==> src/rtl/gl6_video_decimator_if.sv <==
// Video stream interface for gl6_video_decimator: an upstream pixel channel
// and a downstream pixel channel, both valid/ready with tlast (end of line)
// and tuser (start of frame) sidebands. The master side sources up_* and
// accepts down_*; the slave side is the decimator itself.
interface gl6_video_decimator_if #(
    parameter int D_WIDTH = 8
);
    logic [D_WIDTH-1:0] up_data;
    logic               up_valid;
    logic               up_tlast;
    logic               up_tuser;
    logic               up_ready;

    logic [D_WIDTH-1:0] down_data;
    logic               down_valid;
    logic               down_tlast;
    logic               down_tuser;
    logic               down_ready;

    modport master (
        output up_data, up_valid, up_tlast, up_tuser, down_ready,
        input  up_ready, down_data, down_valid, down_tlast, down_tuser
    );

    modport slave (
        input  up_data, up_valid, up_tlast, up_tuser, down_ready,
        output up_ready, down_data, down_valid, down_tlast, down_tuser
    );
endinterface

==> src/rtl/gl6_video_decimator.sv <==
// gl6_video_decimator: drops pixels and lines of a video stream by run-time
// power-of-two factors. One pending beat is held back in H so that tlast can
// be attached to the last emitted pixel of a kept line; emitted beats go
// through a 4-entry shift FIFO whose head drives down_* directly.
// Optional build macro GL6_DECIM_AVG_EN: H accumulates the pixels of each
// horizontal group and emits their sum shifted right by the group's xs
// instead of the first pixel of the group.
module gl6_video_decimator #(
    parameter int D_WIDTH  = 8,
    parameter int MAX_LOG2 = 3,
    parameter int LW       = $clog2(MAX_LOG2 + 1)
) (
    input  logic                 clk,
    input  logic                 rst_n,
    input  logic [LW-1:0]        cfg_xshift,
    input  logic [LW-1:0]        cfg_yshift,
    gl6_video_decimator_if.slave vid
);
    localparam int DEPTH = 4;
    localparam int CW    = $clog2(DEPTH + 1);
    localparam int SW    = $clog2(DEPTH);
`ifdef GL6_DECIM_AVG_EN
    localparam int AW    = D_WIDTH + MAX_LOG2;
`endif

    typedef struct packed {
        logic [D_WIDTH-1:0] data;
        logic               tlast;
        logic               tuser;
    } beat_t;

    // Out-of-range shift requests saturate at the largest supported factor.
    function automatic logic [LW-1:0] clamp_shift(input logic [LW-1:0] v);
        return (int'(v) > MAX_LOG2) ? LW'(MAX_LOG2) : v;
    endfunction

    // Counter wrap mask for a factor of 2^s.
    function automatic logic [MAX_LOG2-1:0] shift_mask(input logic [LW-1:0] s);
        return MAX_LOG2'((32'd1 << s) - 32'd1);
    endfunction

    logic [LW-1:0]       xs_q, xs_d, ys_q, ys_d;
    logic [LW-1:0]       xs_eff, ys_eff;
    logic [MAX_LOG2-1:0] x_cnt_q, x_cnt_d, y_cnt_q, y_cnt_d;
    logic [MAX_LOG2-1:0] xc, yc;
    logic                row_kept, grp_start, beat_fire;

    logic                h_valid_q, h_valid_d;
    logic                h_tuser_q, h_tuser_d;
`ifdef GL6_DECIM_AVG_EN
    logic [AW-1:0]       h_acc_q, h_acc_d, acc_sum;
    logic [LW-1:0]       h_xs_q, h_xs_d;
`else
    logic [D_WIDTH-1:0]  h_data_q, h_data_d;
`endif
    logic [D_WIDTH-1:0]  h_hold_data, h_last_data, beat_out_data;

    beat_t               push_ent [2];
    logic [1:0]          n_push;

    beat_t               fifo_q [DEPTH];
    beat_t               fifo_d [DEPTH];
    logic [DEPTH-1:0]    fvld_q, fvld_d;
    logic [CW-1:0]       cnt_q, cnt_d, base;
    logic [SW-1:0]       slot;
    logic                pop, up_ready_w, rdy_en_q;

    assign pop        = fvld_q[0] & vid.down_ready;
    assign up_ready_w = rdy_en_q && ((cnt_q - CW'(pop)) <= CW'(DEPTH - 2));
    assign beat_fire  = vid.up_valid & up_ready_w;

    assign vid.up_ready   = up_ready_w;
    assign vid.down_valid = fvld_q[0];
    assign vid.down_data  = fifo_q[0].data;
    assign vid.down_tlast = fifo_q[0].tlast;
    assign vid.down_tuser = fifo_q[0].tuser;

    // Data values that can leave the decimator this cycle: H as it stands,
    // H completed by the current line-ending beat, or the current beat itself.
`ifdef GL6_DECIM_AVG_EN
    always_comb begin
        acc_sum       = h_acc_q + AW'(vid.up_data);
        h_hold_data   = D_WIDTH'(h_acc_q >> h_xs_q);
        h_last_data   = D_WIDTH'(acc_sum >> h_xs_q);
        beat_out_data = D_WIDTH'(AW'(vid.up_data) >> xs_eff);
    end
`else
    always_comb begin
        h_hold_data   = h_data_q;
        h_last_data   = h_data_q;
        beat_out_data = vid.up_data;
    end
`endif

    // Position tracking, keep decision, and H update for each accepted beat;
    // produces up to two beats for the output FIFO.
    always_comb begin
        xs_eff    = vid.up_tuser ? clamp_shift(cfg_xshift) : xs_q;
        ys_eff    = vid.up_tuser ? clamp_shift(cfg_yshift) : ys_q;
        xc        = vid.up_tuser ? '0 : x_cnt_q;
        yc        = vid.up_tuser ? '0 : y_cnt_q;
        row_kept  = (yc == '0);
        grp_start = row_kept && (xc == '0);

        xs_d      = xs_q;
        ys_d      = ys_q;
        x_cnt_d   = x_cnt_q;
        y_cnt_d   = y_cnt_q;
        h_valid_d = h_valid_q;
        h_tuser_d = h_tuser_q;
`ifdef GL6_DECIM_AVG_EN
        h_acc_d   = h_acc_q;
        h_xs_d    = h_xs_q;
`else
        h_data_d  = h_data_q;
`endif
        push_ent[0] = '0;
        push_ent[1] = '0;
        n_push      = 2'd0;

        if (beat_fire) begin
            xs_d    = xs_eff;
            ys_d    = ys_eff;
            x_cnt_d = vid.up_tlast ? '0 : ((xc + 1'b1) & shift_mask(xs_eff));
            y_cnt_d = vid.up_tlast ? ((yc + 1'b1) & shift_mask(ys_eff)) : yc;

            if (grp_start) begin
                if (h_valid_q) begin
                    push_ent[0] = '{data: h_hold_data, tlast: vid.up_tuser, tuser: h_tuser_q};
                    n_push      = 2'd1;
                end
                if (vid.up_tlast) begin
                    push_ent[n_push[0]] = '{data: beat_out_data, tlast: 1'b1, tuser: vid.up_tuser};
                    n_push    = n_push + 2'd1;
                    h_valid_d = 1'b0;
                end else begin
                    h_valid_d = 1'b1;
                    h_tuser_d = vid.up_tuser;
`ifdef GL6_DECIM_AVG_EN
                    h_acc_d   = AW'(vid.up_data);
                    h_xs_d    = xs_eff;
`else
                    h_data_d  = vid.up_data;
`endif
                end
            end else if (row_kept) begin
                if (vid.up_tlast) begin
                    if (h_valid_q) begin
                        push_ent[0] = '{data: h_last_data, tlast: 1'b1, tuser: h_tuser_q};
                        n_push      = 2'd1;
                    end
                    h_valid_d = 1'b0;
                end
`ifdef GL6_DECIM_AVG_EN
                else begin
                    h_acc_d = acc_sum;
                end
`endif
            end
        end
    end

    // Output FIFO: shift down on pop, then append this cycle's pushes behind
    // whatever remains so the head entry always sits in slot 0.
    always_comb begin
        fifo_d = fifo_q;
        fvld_d = fvld_q;
        slot   = '0;
        if (pop) begin
            for (int i = 0; i < DEPTH - 1; i++) begin
                fifo_d[i] = fifo_q[i+1];
                fvld_d[i] = fvld_q[i+1];
            end
            fvld_d[DEPTH-1] = 1'b0;
        end
        base = cnt_q - CW'(pop);
        for (int k = 0; k < 2; k++) begin
            if ((k < int'(n_push)) && ((int'(base) + k) < DEPTH)) begin
                slot         = SW'(int'(base) + k);
                fifo_d[slot] = push_ent[k];
                fvld_d[slot] = 1'b1;
            end
        end
        cnt_d = base + CW'(n_push);
    end

    // Active shifts, position counters and the hold register.
    always_ff @(posedge clk or negedge rst_n) begin
        if (!rst_n) begin
            xs_q      <= '0;
            ys_q      <= '0;
            x_cnt_q   <= '0;
            y_cnt_q   <= '0;
            h_valid_q <= 1'b0;
            h_tuser_q <= 1'b0;
`ifdef GL6_DECIM_AVG_EN
            h_acc_q   <= '0;
            h_xs_q    <= '0;
`else
            h_data_q  <= '0;
`endif
        end else begin
            xs_q      <= xs_d;
            ys_q      <= ys_d;
            x_cnt_q   <= x_cnt_d;
            y_cnt_q   <= y_cnt_d;
            h_valid_q <= h_valid_d;
            h_tuser_q <= h_tuser_d;
`ifdef GL6_DECIM_AVG_EN
            h_acc_q   <= h_acc_d;
            h_xs_q    <= h_xs_d;
`else
            h_data_q  <= h_data_d;
`endif
        end
    end

    // FIFO storage, occupancy and per-slot valid flags.
    always_ff @(posedge clk or negedge rst_n) begin
        if (!rst_n) begin
            for (int i = 0; i < DEPTH; i++) begin
                fifo_q[i] <= '0;
            end
            fvld_q <= '0;
            cnt_q  <= '0;
        end else begin
            fifo_q <= fifo_d;
            fvld_q <= fvld_d;
            cnt_q  <= cnt_d;
        end
    end

    // Input acceptance is held off until the first clock after reset release.
    always_ff @(posedge clk or negedge rst_n) begin
        if (!rst_n) begin
            rdy_en_q <= 1'b0;
        end else begin
            rdy_en_q <= 1'b1;
        end
    end
endmodule

==> src/flat_wrapper.sv <==
// flat-port wrapper written by rule: the top's interface ports become plain ports
module gl6_video_decimator_flat 
#(
    parameter int D_WIDTH  = 8,
    parameter int MAX_LOG2 = 3,
    parameter int LW       = $clog2(MAX_LOG2 + 1)
)
  (clk, rst_n, cfg_xshift, cfg_yshift, vid_up_data, vid_up_valid, vid_up_tlast, vid_up_tuser, vid_down_ready, vid_up_ready, vid_down_data, vid_down_valid, vid_down_tlast, vid_down_tuser);
  gl6_video_decimator_if #(.D_WIDTH(D_WIDTH)) vid_i ();
  input  logic clk;
  input  logic rst_n;
  input  logic [LW-1:0] cfg_xshift;
  input  logic [LW-1:0] cfg_yshift;
  input wire logic [$bits(vid_i.up_data)-1:0] vid_up_data;
  input wire logic [$bits(vid_i.up_valid)-1:0] vid_up_valid;
  input wire logic [$bits(vid_i.up_tlast)-1:0] vid_up_tlast;
  input wire logic [$bits(vid_i.up_tuser)-1:0] vid_up_tuser;
  input wire logic [$bits(vid_i.down_ready)-1:0] vid_down_ready;
  output wire logic [$bits(vid_i.up_ready)-1:0] vid_up_ready;
  output wire logic [$bits(vid_i.down_data)-1:0] vid_down_data;
  output wire logic [$bits(vid_i.down_valid)-1:0] vid_down_valid;
  output wire logic [$bits(vid_i.down_tlast)-1:0] vid_down_tlast;
  output wire logic [$bits(vid_i.down_tuser)-1:0] vid_down_tuser;
  assign vid_i.up_data = vid_up_data;
  assign vid_i.up_valid = vid_up_valid;
  assign vid_i.up_tlast = vid_up_tlast;
  assign vid_i.up_tuser = vid_up_tuser;
  assign vid_i.down_ready = vid_down_ready;
  assign vid_up_ready = vid_i.up_ready;
  assign vid_down_data = vid_i.down_data;
  assign vid_down_valid = vid_i.down_valid;
  assign vid_down_tlast = vid_i.down_tlast;
  assign vid_down_tuser = vid_i.down_tuser;
  gl6_video_decimator #(.D_WIDTH(D_WIDTH), .MAX_LOG2(MAX_LOG2), .LW(LW)) u_core (.clk(clk), .rst_n(rst_n), .cfg_xshift(cfg_xshift), .cfg_yshift(cfg_yshift), .vid(vid_i));
endmodule
==> config.mk <==
export PLATFORM = sky130hd
export DESIGN_NAME = gl6_video_decimator_flat
export DESIGN_NICKNAME = d
export VERILOG_FILES = /design/src/rtl/gl6_video_decimator_if.sv /design/src/rtl/gl6_video_decimator.sv /design/src/flat_wrapper.sv
export SDC_FILE = /design/constraint.sdc
export NUM_CORES = 1
export LEC_CHECK = 0
export ABC_AREA = 1
export CAP_MARGIN = 20
export CORE_MARGIN = 10
export CORE_UTILIZATION = 50
export CTS_CLUSTER_DIAMETER = 120
export CTS_CLUSTER_SIZE = 30
export DETAILED_ROUTE_END_ITERATION = 8
export MAX_ROUTING_LAYER = met4
export PLACE_DENSITY_LB_ADDON = 0.25
export SLEW_MARGIN = 15
export SYNTH_ARGS = -nofsm -noshare
export SYNTH_HDL_FRONTEND = slang
export SYNTH_SLANG_ARGS = --single-unit
==> constraint.sdc <==
create_clock -name clk -period 4.7 [get_ports clk]
set_input_delay 0.705 -clock clk [delete_from_list [all_inputs] [get_ports clk]]
set_output_delay 0.705 -clock clk [all_outputs]
set_load 0.01 [all_outputs]
==> impl_metrics.py, run 1 <==
metrics = {
    "detailed_routing": {
        "drt_iter0_drc": 184,
        "drt_first_pass_iters": 5,
        "drc": 0,
        "avgViaCountPerCell": 5.03,
        "antenna_left": 0,
        "routed_wl_um": 9290,
        "num_vias": 3567,
        "wl_per_cell_um": 13.1,
    },
    "floorplanning": {
        "rows": 33,
        "fp.coreArea_um2": 8090,
        "dieArea_um2": 12200,
        "die_h_um": 111,
        "io_pins": 30,
        "initial_core_util_pct": 50.8,
        "die_w_um": 111,
    },
    "power": {
        "comb_power_share_pct": 5.5,
        "sw_frac_of_total_pct": 23.4,
        "clock_power_share_pct": 41.7,
        "max-vdd-ir-drop_uv": 155,
        "power_switching_w": 0.000259,
        "seqPwrFrac_pct": 52.8,
        "internal-power_w": 0.000851,
        "p_per_area_nw_per_um2": 243,
        "power_leakage_nw": 2.43,
    },
    "setup_path": {
        "cp-end-kind": "output port",
        "r2r-start": "u_core.fvld_q[0]$_DFF_PN0_",
        "r2r_cells": 11,
        "cp-startpoint": "vid_down_ready",
        "setup.worst_path.end": "vid_up_ready",
        "cp_data_required_time_ns": 3.99,
        "critical_path.max_fanout": 4,
        "start_kind": "primary input",
        "critPathKind": "in -> out",
        "worst_ep_arrival_time_ns": 2.79,
        "r2r-end": "u_core.vid.down_tlast$_DFF_PN0_",
        "r2r_setup_slack_ns": 1.84,
    },
    "timing": {
        "worst_pin_slew_ns": 0.725,
        "fin_crit_sh_pct": 74.3,
        "fin_crit_ns": 3.49,
        "fin_setup_tns_ns": 0,
        "slew_violations": 0,
        "slew_headroom_pct": 51.5,
        "final_hold_viol_count": 0,
        "finClkSkew_ns": 0.00620,
        "fmax_mhz": 286,
        "finalSetupViolations": 0,
        "rsz0062_at_grt": "no",
        "hold-worst-slack_ns": 0.295,
    },
    "place": {
        "place.gp.congestion": 0.895,
        "io_buffers": 29,
        "dp_hpwl_um": 6670,
    },
    "clock_network": {
        "post_cts_resized": 0,
        "htreeDepth": 3,
        "cts.sink_count": 68,
        "cts_made_buffers": 9,
        "postCtsSetupBuffers": 0,
        "clock_latency_ns": 0.35,
        "cts_root_buf": "clkbuf_8",
        "clk_path_buf_depth": 2,
        "cts_hold_buf": 0,
        "cts_tree": "yes",
        "clk_transition_reported_paths_ns": 0.07,
    },
    "layout": {
        "diodes": 0,
        "layout-drive-gt1-share_pct": 6.62,
        "area_growth_pct": 11.3,
        "nFillCells": 793,
        "final_core_util_pct": 56.5,
        "nets": 626,
    },
    "synthesis": {
        "synth.avg_cell_area_um2": 7.01,
        "synth.most_common_cell": "nand2_1",
        "ys_warn_count": 0,
        "yosys.area.top_type": "dfrtp_1",
        "synth_common_cells": "nand2_1 (222), dfrtp_1 (68), nand3_1 (63)",
        "netlist_instances": 586,
        "synth_seq_cells": 68,
        "synth_edf_count": 0,
        "synthesis.area_um2": 4110,
        "synthTopCellsByArea": "dfrtp_1 (41%), nand2_1 (20%), nand3_1 (7.7%)",
        "synth_top_area_share_pct": 41.4,
        "syn_nets": 613,
        "seq_area_frac_synth_pct": 41.4,
        "synth_flop_cell": "dfrtp_1",
        "ys_types": 35,
        "synthArstFlopShare_pct": 100,
    },
    "global_route": {
        "grt_max_degree": 49,
        "overflow": 0,
        "grt_first_pass_wirelength_um": 16200,
        "antenna_found_initial": 0,
        "grt_usage_pct": 15.7,
        "grt_pass1_vias": 3377,
    },
    "hold_path": {
        "hold_path.class": "in -> async",
    },
    "status": {
        "outcome": "finished clean",
    },
    "job": {
        "cap_violations": 0,
    },
}
## power by group through the flow
stage                     Combinational, W  Sequential (W)  Clock [W]
after floorplan                  0.0000291        0.000597          0
after global placement           0.0000618        0.000597          0
after detailed placement         0.0000621        0.000597          0
after CTS                        0.0000625        0.000586   0.000472
after global routing             0.0000701        0.000585   0.000502
final                            0.0000614        0.000586   0.000463
## cell families (layout without fill, tap and decap cells)
| kind of cell | Yosys count | after routing | synth area share, % |
|---|---|---|---|
| flip-flops | 68 | 68 | 41.4 |
| AND/OR/NAND/NOR | 349 | 349 | 36.7 |
| adder cells (fa/ha/maj) | 9 | 9 | 2.92 |
| multiplexers | 4 | 4 | 0.975 |
| other | 1 | 1 | 0.0913 |
| AO/OA/AOI/OAI | 58 | 58 | 7.37 |
| buffers and inverters | 95 | 113 | 10.1 |
| XOR/XNOR | 2 | 2 | 0.427 |
## critical path: stages
cell             delay, ns
clkdlybuf4s50_1       0.42
nand2_1               0.08
inv_1                 0.07
ha_1                  0.19
ha_1                  0.35
inv_1                 0.07
nand2_1               0.12
nand3_1               0.15
inv_1                 0.09
clkdlybuf4s50_1       0.53
## through the flow
stage          setup WS, ns  cell area, µm²  power (W)  cells
2_1_floorplan          1.59            4110   0.000626    586
3_3_place_gp           1.08            4390   0.000659    693
3_5_place_dp          0.998            4390   0.000659    693
4_1_cts                1.19            4570    0.00112    709
5_1_grt                1.04            4570    0.00116    709
6_report               1.21            4570    0.00111    709
## layout by cell type (no fill, tap or decap), types with 2 or more instances in the layout
cell type,synthesis,final
a21oi_1,7,7
buf_4,8,6
clkbuf_1,14,2
clkbuf_8,0,9
clkdlybuf4s50_1,0,28
clkinv_1,2,2
clkinv_2,0,3
dfrtp_1,68,68
ha_1,8,8
inv_1,56,56
inv_2,3,3
mux2i_1,4,4
nand2_1,222,222
nand2_4,4,4
nand3_1,63,63
nor2_1,40,40
nor2_4,3,3
nor3_1,6,6
nor4_1,2,2
o21ai_0,39,39
o21ai_1,8,8
or2_2,3,3
xor2_1,2,2
## worst min-delay path by stage
stage                                           from                         endpoint  slack, ns  depth (start not counted)
final                                          rst_n  u_core.vid.down_tuser$_DFF_PN0_       0.29                          1
after global routing                           rst_n  u_core.vid.down_tlast$_DFF_PN0_       0.33                          1
after CTS                                      rst_n  u_core.vid.down_tlast$_DFF_PN0_       0.32                          1
after detailed placement  u_core.fifo_q[1]$_DFF_PN0_       u_core.fifo_q[1]$_DFF_PN0_       0.44                          2
after global placement    u_core.fifo_q[1]$_DFF_PN0_       u_core.fifo_q[1]$_DFF_PN0_       0.44                          2
after floorplan                                rst_n        u_core.cnt_q[0]$_DFF_PN0_       0.41                          0
## area by class of cell
class,instances,area (µm²),area share [%]
clock buffer,11,131,2.87
clock inverter,5,52.6,1.15
inverter,62,235,5.14
multi-input combinational,423,1990,43.5
sequential,68,1700,37.2
tap,105,131,2.87
timing repair buffer,35,330,7.22
## sequential cells by signal, summed over array words and instances, names as in the netlist, 2 cells and up
register,count
u_core.h_data_q,8
u_core.xs_q,2
u_core.fvld_q,4
u_core.ys_q,2
u_core.vid.down_data,8
u_core.fifo_q,30
u_core.x_cnt_q,3
u_core.y_cnt_q,3
u_core.cnt_q,3
## layer usage
layer,GRT usage (%),up-vias,share of wire [%]
met3,4.22,5,5.2
met2,22.9,91,44
met1,21.3,1614,50
li1,-,1857,-
met4,3.39,0,0.77
met5,-,-,0
(Power assumes the default switching activity.)
==> run 2: changes to the inputs <==
- clock period: 4.7 -> 3.55 ns (I/O delays scaled with it)
==> impl_metrics.py, run 2 (synthesis results as in run 1) <==
metrics = {
    "setup_path": {
        "path_cells": "clkdlybuf4s50_1 -> nand2_1 -> inv_1 -> ha_1 -> ha_1 -> inv_1 -> nand2_1 -> nand3_1 -> inv_1 -> clkdlybuf4s50_1",
        "critical_path.max_fanout": 4,
        "worst_ep_arrival_time_ns": 2.61,
        "critPathSlowestCell": "clkdlybuf4s50_1",
        "start_kind": "primary input",
        "critPathKind": "in -> out",
        "critPathMostFrequentCell": "inv_1",
        "cp-end-kind": "output port",
        "max_stage_delay_ns": 0.53,
        "cp_data_required_time_ns": 3.02,
    },
    "hold_path": {
        "hold_path.class": "in -> async",
    },
    "clock_network": {
        "post_cts_resized": 0,
        "cts_made_buffers": 9,
        "cts_hold_buf": 0,
        "cts_tree": "yes",
        "clk_path_buf_depth": 2,
        "clk_transition_reported_paths_ns": 0.08,
        "htreeDepth": 3,
        "cts.sink_count": 68,
        "postCtsSetupBuffers": 0,
        "clock_latency_ns": 0.35,
        "cts_root_buf": "clkbuf_8",
    },
    "floorplanning": {
        "rows": 33,
        "die_h_um": 111,
        "dieArea_um2": 12200,
        "io_pins": 30,
        "initial_core_util_pct": 50.8,
        "fp.coreArea_um2": 8090,
        "die_w_um": 111,
    },
    "place": {
        "dp_hpwl_um": 6930,
        "io_buffers": 29,
        "place.gp.congestion": 0.856,
    },
    "layout": {
        "final_core_util_pct": 57.4,
        "nets": 633,
        "top_register": "u_core.fifo_q",
        "layout_commonest_cell": "nand2_1",
        "multi_input_area_um2": 1990,
        "final_cell_mix": "nand2_1 (222), dfrtp_1 (68), nand3_1 (63)",
        "nFillCells": 796,
        "largest_reg_flops": 30,
        "diodes": 0,
        "layout-drive-gt1-share_pct": 8.02,
        "ff_latch_area_um2": 1700,
        "area_growth_pct": 13.0,
    },
    "timing": {
        "fin_crit_sh_pct": 88.6,
        "fmax_mhz": 318,
        "slew_headroom_pct": 57.4,
        "worst_pin_slew_ns": 0.633,
        "final_hold_viol_count": 0,
        "fin_setup_tns_ns": 0,
        "rsz0062_at_grt": "no",
        "finalSetupViolations": 0,
        "slew_violations": 0,
        "fin_crit_ns": 3.14,
        "finClkSkew_ns": 0.0113,
    },
    "global_route": {
        "grt_pass1_vias": 3533,
        "antenna_found_initial": 0,
        "grt_max_degree": 50,
        "grt_usage_pct": 16.0,
        "grt_first_pass_wirelength_um": 16600,
        "overflow": 0,
    },
    "power": {
        "p_per_area_nw_per_um2": 326,
        "power.total_w": 0.00151,
        "power_leakage_nw": 2.46,
        "max-vdd-ir-drop_uv": 223,
    },
    "detailed_routing": {
        "drt_first_pass_iters": 5,
        "wl_met2_um": 4290,
        "drc": 0,
        "dr_wl_met3_um": 589,
        "routed_wl_um": 9480,
        "wl_per_cell_um": 13.2,
        "drt_iter0_drc": 187,
        "num_vias": 3628,
        "antenna_left": 0,
        "drt-met1-wl_um": 4540,
        "routed.top_layer": "met4",
        "avgViaCountPerCell": 5.07,
    },
    "status": {
        "outcome": "finished clean",
    },
    "job": {
        "cap_violations": 0,
    },
}
[run 2: power by group]
part	leakage, nW	internal [W]	switching [W]
clock network	0.0958	0.000328	0.000328
logic	1.49	0.0000315	0.0000522
registers	0.875	0.000774	0.000000605
total	2.46	0.00113	0.000381
[run 2: final timing paths]
path	from	endpoint	slack (ns)	cells after the start
hold / removal	rst_n	u_core.vid.down_tlast$_DFF_PN0_	0.13	1
min in group clk	u_core.fifo_q[1]$_DFF_PN0_	u_core.fifo_q[1]$_DFF_PN0_	0.46	2
max in group asynchronous	rst_n	u_core.fvld_q[3]$_DFF_PN0_	2.43	2
setup / recovery	vid_down_ready	vid_up_ready	0.41	10
hold reg to reg	u_core.fifo_q[1]$_DFF_PN0_	u_core.fifo_q[1]$_DFF_PN0_	0.46	2
setup reg to reg	u_core.fvld_q[0]$_DFF_PN0_	u_core.cnt_q[2]$_DFF_PN0_	0.90	14
[run 2: routing by layer]
metal | vias to the layer above | GRT usage [%]
li1 | 1865 | -
met1 | 1637 | 20.9
met2 | 119 | 24.6
met3 | 7 | 3.41
met4 | 0 | 4.43
met5 | - | -
[run 2: worst max-delay path, delay by kind of cell]
family / cells / cell delay (ns)
simple gates: 3 / 0.36
fa+ha+maj: 2 / 0.53
buf+inv: 5 / 1.17
[run 2: area by class of cell]
type | instances | area share [%]
Clock inverter | 7 | 1.64
Timing Repair Buffer | 42 | 8.25
Clock buffer | 9 | 2.67
Tap cell | 105 | 2.83
Sequential cell | 68 | 36.7
Multi-Input combinational cell | 423 | 42.9
Inverter | 62 | 5.07
[run 2: through the flow]
stage / cell area, µm² / hold slack (ns) / cells / setup slack [ns]
after floorplan: 4110 / 0.237 / 586 / 0.612
after global placement: 4440 / 0.435 / 700 / 0.352
after detailed placement: 4440 / 0.440 / 700 / 0.288
after CTS: 4640 / 0.151 / 716 / 0.364
after global routing: 4640 / 0.157 / 716 / 0.246
final: 4640 / 0.134 / 716 / 0.405
==> RTL edit 1 (flow settings as in run 1) <==
Add a define of `GL6_DECIM_AVG_EN`.
--- a/src/rtl/gl6_video_decimator.sv
+++ b/src/rtl/gl6_video_decimator.sv
@@ -5,6 +5,8 @@
 // Optional build macro GL6_DECIM_AVG_EN: H accumulates the pixels of each
 // horizontal group and emits their sum shifted right by the group's xs
 // instead of the first pixel of the group.
+`define GL6_DECIM_AVG_EN
+
 module gl6_video_decimator #(
     parameter int D_WIDTH  = 8,
     parameter int MAX_LOG2 = 3,
Function: changed (Yosys sat finds a counterexample within 4 cycles, from zero or initial values and one cycle with rst_n low).
==> RTL edit 1 against run 1 <==
- die area up 22%
- final area up 24%
- synthesized area grew 27%
- sequential share of layout area fell by 5.0 points
- clock skew increased by 2.5 ps
- clock power rose by 12%
- power grew 15%
- sequential cell count up 5
- synthesized cell count grew 28%
- setup slack lost 210 ps
- via count increased by 36%
- routed wire length is 42% higher
- largest power group unchanged
- highest routed layer unchanged
==> RTL edit 1: results (changes against run 1) <==
outcome:
  status: "finished clean"  # unchanged
critical_path:
  arrival_ps: 3940  # was 2790 ps
  cpPeakStageDelay_ps: 770  # was 530 ps
  r2r_setup_slack_ps: 1620  # was 1840 ps
  reg2reg_depth: 13  # was 11
  crit_fanout: 22  # was 4
  reg2reg_to: "u_core.fifo_q[13]$_DFF_PN0_"  # was u_core.vid.down_tlast$_DFF_PN0_
logic_synthesis:
  synth-seq-area-share_pct: 34.95  # was 41.43%
  avgSynthCellArea_sq_um: 6.941  # was 7.010 sq um
  synthTopCellsByArea: "dfrtp_1 35%, nand2_1 17%, inv_1 5.7%"  # was dfrtp_1 41%, nand2_1 20%, nand3_1 7.7%
  synth-async-reset-ratio_pct: 100.0  # unchanged
  synth_cell_type_count: 46  # was 35
  yosys-top-cells-count: "239 x nand2_1, 79 x inv_1, 73 x dfrtp_1"  # was 222 x nand2_1, 68 x dfrtp_1, 63 x nand3_1
  synth-edff-count: 0  # unchanged
hold_path:
  min_path_cells: 2
  min-delay-start: "u_core.fifo_q[1]$_DFF_PN0_"
  hold_class: "register to register"  # was primary input to asynchronous set/reset pin
  min_to: "u_core.fifo_q[1]$_DFF_PN0_"
finish:
  num-fill-cells: 1012  # was 793
  regMostFlops: "u_core.fifo_q"  # unchanged
  largest_reg_flops: 30  # unchanged
  post_layout_nonfiller_instances: 897  # was 709
  drive_gt1_share_pct: 7.753  # was 6.623%
  fin_nets: 792  # was 626
drt:
  firstDrtPassIters: 5  # unchanged
  first_iter_violations: 536  # was 184
  wl_met1_um: 6199  # was 4614 um
  met2_length_um: 6152  # was 4120 um
  routed_wl_um: 13200  # was 9292 um
  ant_nets: 0  # unchanged
  vias_per_cell: 5.406  # was 5.031
  dr_wl_met3_um: 716  # was 483 um
placed_design:
  port_buffers: 29  # unchanged
  dp_cells: 881  # was 693
  dpl-instance-area_sq_mm: 0.005468  # was 0.004389 sq mm
  place.gp.congestion: 0.9299  # was 0.8953
  hpwl_um: 9649  # was 6675 um
  pre_cts_ws_ps: 686.6  # was 998.3 ps
pwr:
  ir_drop_mv: 0.1688  # was 0.1554 mV
  switchingPower_w: 0.0003418  # was 0.0002593 W
  p_leak_nw: 2.792  # was 2.428 nW
timing:
  relSlewSlack_pct: 37.56  # was 51.49%
  holdWs_ps: 461.0  # was 294.6 ps
  finClkSkew_ps: 8.669  # was 6.197 ps
global_routing:
  grt_use_met3_pct: 3.719  # was 4.221%
  grt_pass1_vias: 4601  # was 3377
  grt_util_met1_pct: 23.31  # was 21.34%
  antenna_found_initial: 0  # unchanged
  grt_max_degree: 74  # was 49
  grt_pass1_wl_um: 21870  # was 16190 um
  gr-usage-met2_pct: 28.90  # was 22.88%
  grtUsageTotal_pct: 18.27  # was 15.71%
clock_network:
  cts_setup_buffers: 0  # unchanged
  cts_made_buffers: 9  # unchanged
  clk_pin_slew_ps: 80
  clk_path_buf_depth: 2  # unchanged
==> RTL edit 1: power groups by stage <==
stage	clock [W]	combinational (W)	sequential (W)
floorplan	0	0.0000754	0.000641
global placement	0	0.000124	0.000640
detailed placement	0	0.000126	0.000641
CTS	0.000530	0.000127	0.000628
global route	0.000557	0.000143	0.000628
finish	0.000518	0.000127	0.000628
==> RTL edit 1: cell families (layout without fill, tap and decap cells) <==
logic type	count (synthesis)	after routing	share of synthesized area [%]
xor+xnor	5	5	0.8379
other cells	1	1	0.07175
simple gates	370	370	30.93
fa+ha+maj	18	18	4.597
compound gates	156	156	17.02
flops	73	73	34.95
buf+inv	128	136	11.20
mux	2	2	0.3831
==> RTL edit 1: area by class of cell <==
| cell class | count | area, sq um | share of cell area (%) |
|---|---|---|---|
| multi-input combinational | 552 | 2814 | 49.60 |
| sequential | 73 | 1827 | 32.20 |
| inverter | 87 | 339.1 | 5.977 |
| timing repair buffer | 33 | 317.8 | 5.602 |
| tap | 136 | 170.2 | 3.000 |
| clock buffer | 10 | 137.6 | 2.426 |
| clock inverter | 6 | 67.56 | 1.191 |
==> RTL edit 1: how the worst max path moves through the flow <==
stage	start	endpoint	slack [ps]	cells after the start
3_3_place_gp	vid_up_tuser	u_core.fifo_q[12]$_DFF_PN0_	830	15
5_1_grt	vid_up_tuser	u_core.fifo_q[12]$_DFF_PN0_	770	15
2_1_floorplan	vid_down_ready	u_core.cnt_q[2]$_DFF_PN0_	1490	15
3_5_place_dp	vid_up_tuser	u_core.fifo_q[12]$_DFF_PN0_	690	15
4_1_cts	vid_up_tuser	u_core.fifo_q[13]$_DFF_PN0_	1040	13
6_report	vid_up_tuser	u_core.fifo_q[13]$_DFF_PN0_	1000	13
==> RTL edit 2 (settings of run 1) <==
Made on the original files. Take the reset off `h_data_q` and load it in a clocked block of its own.
--- a/src/rtl/gl6_video_decimator.sv
+++ b/src/rtl/gl6_video_decimator.sv
@@ -197,7 +197,6 @@
             h_acc_q   <= '0;
             h_xs_q    <= '0;
 `else
-            h_data_q  <= '0;
 `endif
         end else begin
             xs_q      <= xs_d;
@@ -210,9 +209,12 @@
             h_acc_q   <= h_acc_d;
             h_xs_q    <= h_xs_d;
 `else
-            h_data_q  <= h_data_d;
-`endif
-        end
+`endif
+        end
+    end
+
+    always_ff @(posedge clk) begin
+        h_data_q <= h_data_d;
     end
 
     // FIFO storage, occupancy and per-slot valid flags.
Check against the original RTL: same outputs for any inputs over 4 cycles, from zero or initial values and one cycle with rst_n low; that may be too few to reach the edited logic, so the function may still have changed.
==> RTL edit 2 against run 1 <==
- critical path type is now primary input to register
- power increased by 7.3%
- count of clock-buffer cells in the layout decreased by 1
- setup slack improved by 59 ps
- maximum frequency increased by 1.7%
- sequential cell count unchanged
- final area decreased by 2.4%
- largest cell class unchanged
- synthesized area decreased by 3.6%
- largest power group unchanged
- routed wire length decreased by 3.7%
==> RTL edit 2: results (changes against run 1) <==
outcome:
  status: "finished clean"  # unchanged
logic_synthesis:
  synth-edff-count: 8  # was 0
  synth-seq-area-share_pct: 43.98  # was 41.43%
  synth_compound_area_share_pct: 7.804  # was 7.371%
  synth_top_cell_area_share_pct: 37.91  # was 41.43%
  avgSynthCellArea_sq_um: 7.226  # was 7.010 sq um
  synthAdderAreaFrac_pct: 3.033  # was 2.924%
  synth-async-reset-ratio_pct: 88.24  # was 100.0%
  synth_cell_type_count: 40  # was 35
  yosys-top-cells-count: "204 x nand2_1, 60 x dfrtp_1, 55 x nand3_1"  # was 222 x nand2_1, 68 x dfrtp_1, 63 x nand3_1
  synthTopCellsByArea: "dfrtp_1 38%, nand2_1 19%, nand3_1 7.0%"  # was dfrtp_1 41%, nand2_1 20%, nand3_1 7.7%
  synth-xor-area-share_pct: 0.6635  # was 0.4264%
pwr:
  ir_drop_mv: 0.1205  # was 0.1554 mV
  p_leak_nw: 2.309  # was 2.428 nW
clock_network:
  clk-insertion-delay-late_ps: 370  # was 350 ps
  cts_made_buffers: 9  # unchanged
  clk_pin_slew_ps: 80
drt:
  first_iter_violations: 246  # was 184
  vias_per_cell: 5.141  # was 5.031
  routed_wl_um: 8947  # was 9292 um
global_routing:
  grt_pass1_vias: 3263  # was 3377
  grt_max_degree: 61  # was 49
  grtUsageTotal_pct: 16.37  # was 15.71%
placed_design:
  pre_cts_ws_ps: 915.6  # was 998.3 ps
  dpl-instance-area_sq_mm: 0.004248  # was 0.004389 sq mm
  place.gp.congestion: 0.8793  # was 0.8953
  dp_cells: 653  # was 693
critical_path:
  critPathSlowestCell: "nand2_1"  # was clkdlybuf4s50_1
  r2r_setup_slack_ps: 1610  # was 1840 ps
  crit_family: "simple AND/OR/NAND/NOR gates"  # was buffers and inverters
  arrival_ps: 3690  # was 2790 ps
  worstSetupPathType: "primary input to register"  # was primary input to primary output
  crit_fanout: 23  # was 4
  critPathLaunch: "vid_down_ready"  # unchanged
finish:
  drive_gt1_share_pct: 7.584  # was 6.623%
  fin_nets: 589  # was 626
  num-fill-cells: 728  # was 793
  seq_area_sq_mm: 0.001742  # was 0.001702 sq mm
  post_layout_nonfiller_instances: 669  # was 709
timing:
  holdWs_ps: 458.2  # was 294.6 ps
  finClkSkew_ps: 14.59  # was 6.197 ps
  post-route-period-util_pct: 73.02  # was 74.28%
hold_path:
  hold_class: "register to register"  # was primary input to asynchronous set/reset pin
  min_path_cells: 2
RTL edit 2: cell count changes in the layout (fill, tap and decap cells not counted), sizes merged, moves of 5 or more:
cell	before	now
a21oi	8	15
nand2	227	209
dfrtp	68	60
nand3	63	57
nor2	45	40
edfxtp	0	8
o21ai	47	35
RTL edit 2: power breakdown:
part	total (W)	switching, W	leakage (nW)	internal, W
Sequential	0.000595	0.000000292	0.851	0.000594
Clock	0.000538	0.000258	0.112	0.000280
Combinational	0.0000580	0.0000361	1.35	0.0000220
Total	0.00119	0.000294	2.31	0.000897
RTL edit 2: layout make-up:
cell class / instances / area share (%)
clock buffer: 10 / 3.335
inverter: 59 / 5.017
clock inverter: 6 / 1.513
multi-input combinational: 388 / 40.70
tap: 102 / 2.859
sequential: 68 / 39.01
timing repair buffer: 36 / 7.567
RTL edit 2: routing by layer:
metal	global-route usage, %	wire length [um]	up-vias
li1	-	-	1751
met1	21.53	4345	1577
met2	23.48	3869	91
met3	3.717	578	20
met4	7.439	154	0
met5	-	0	-
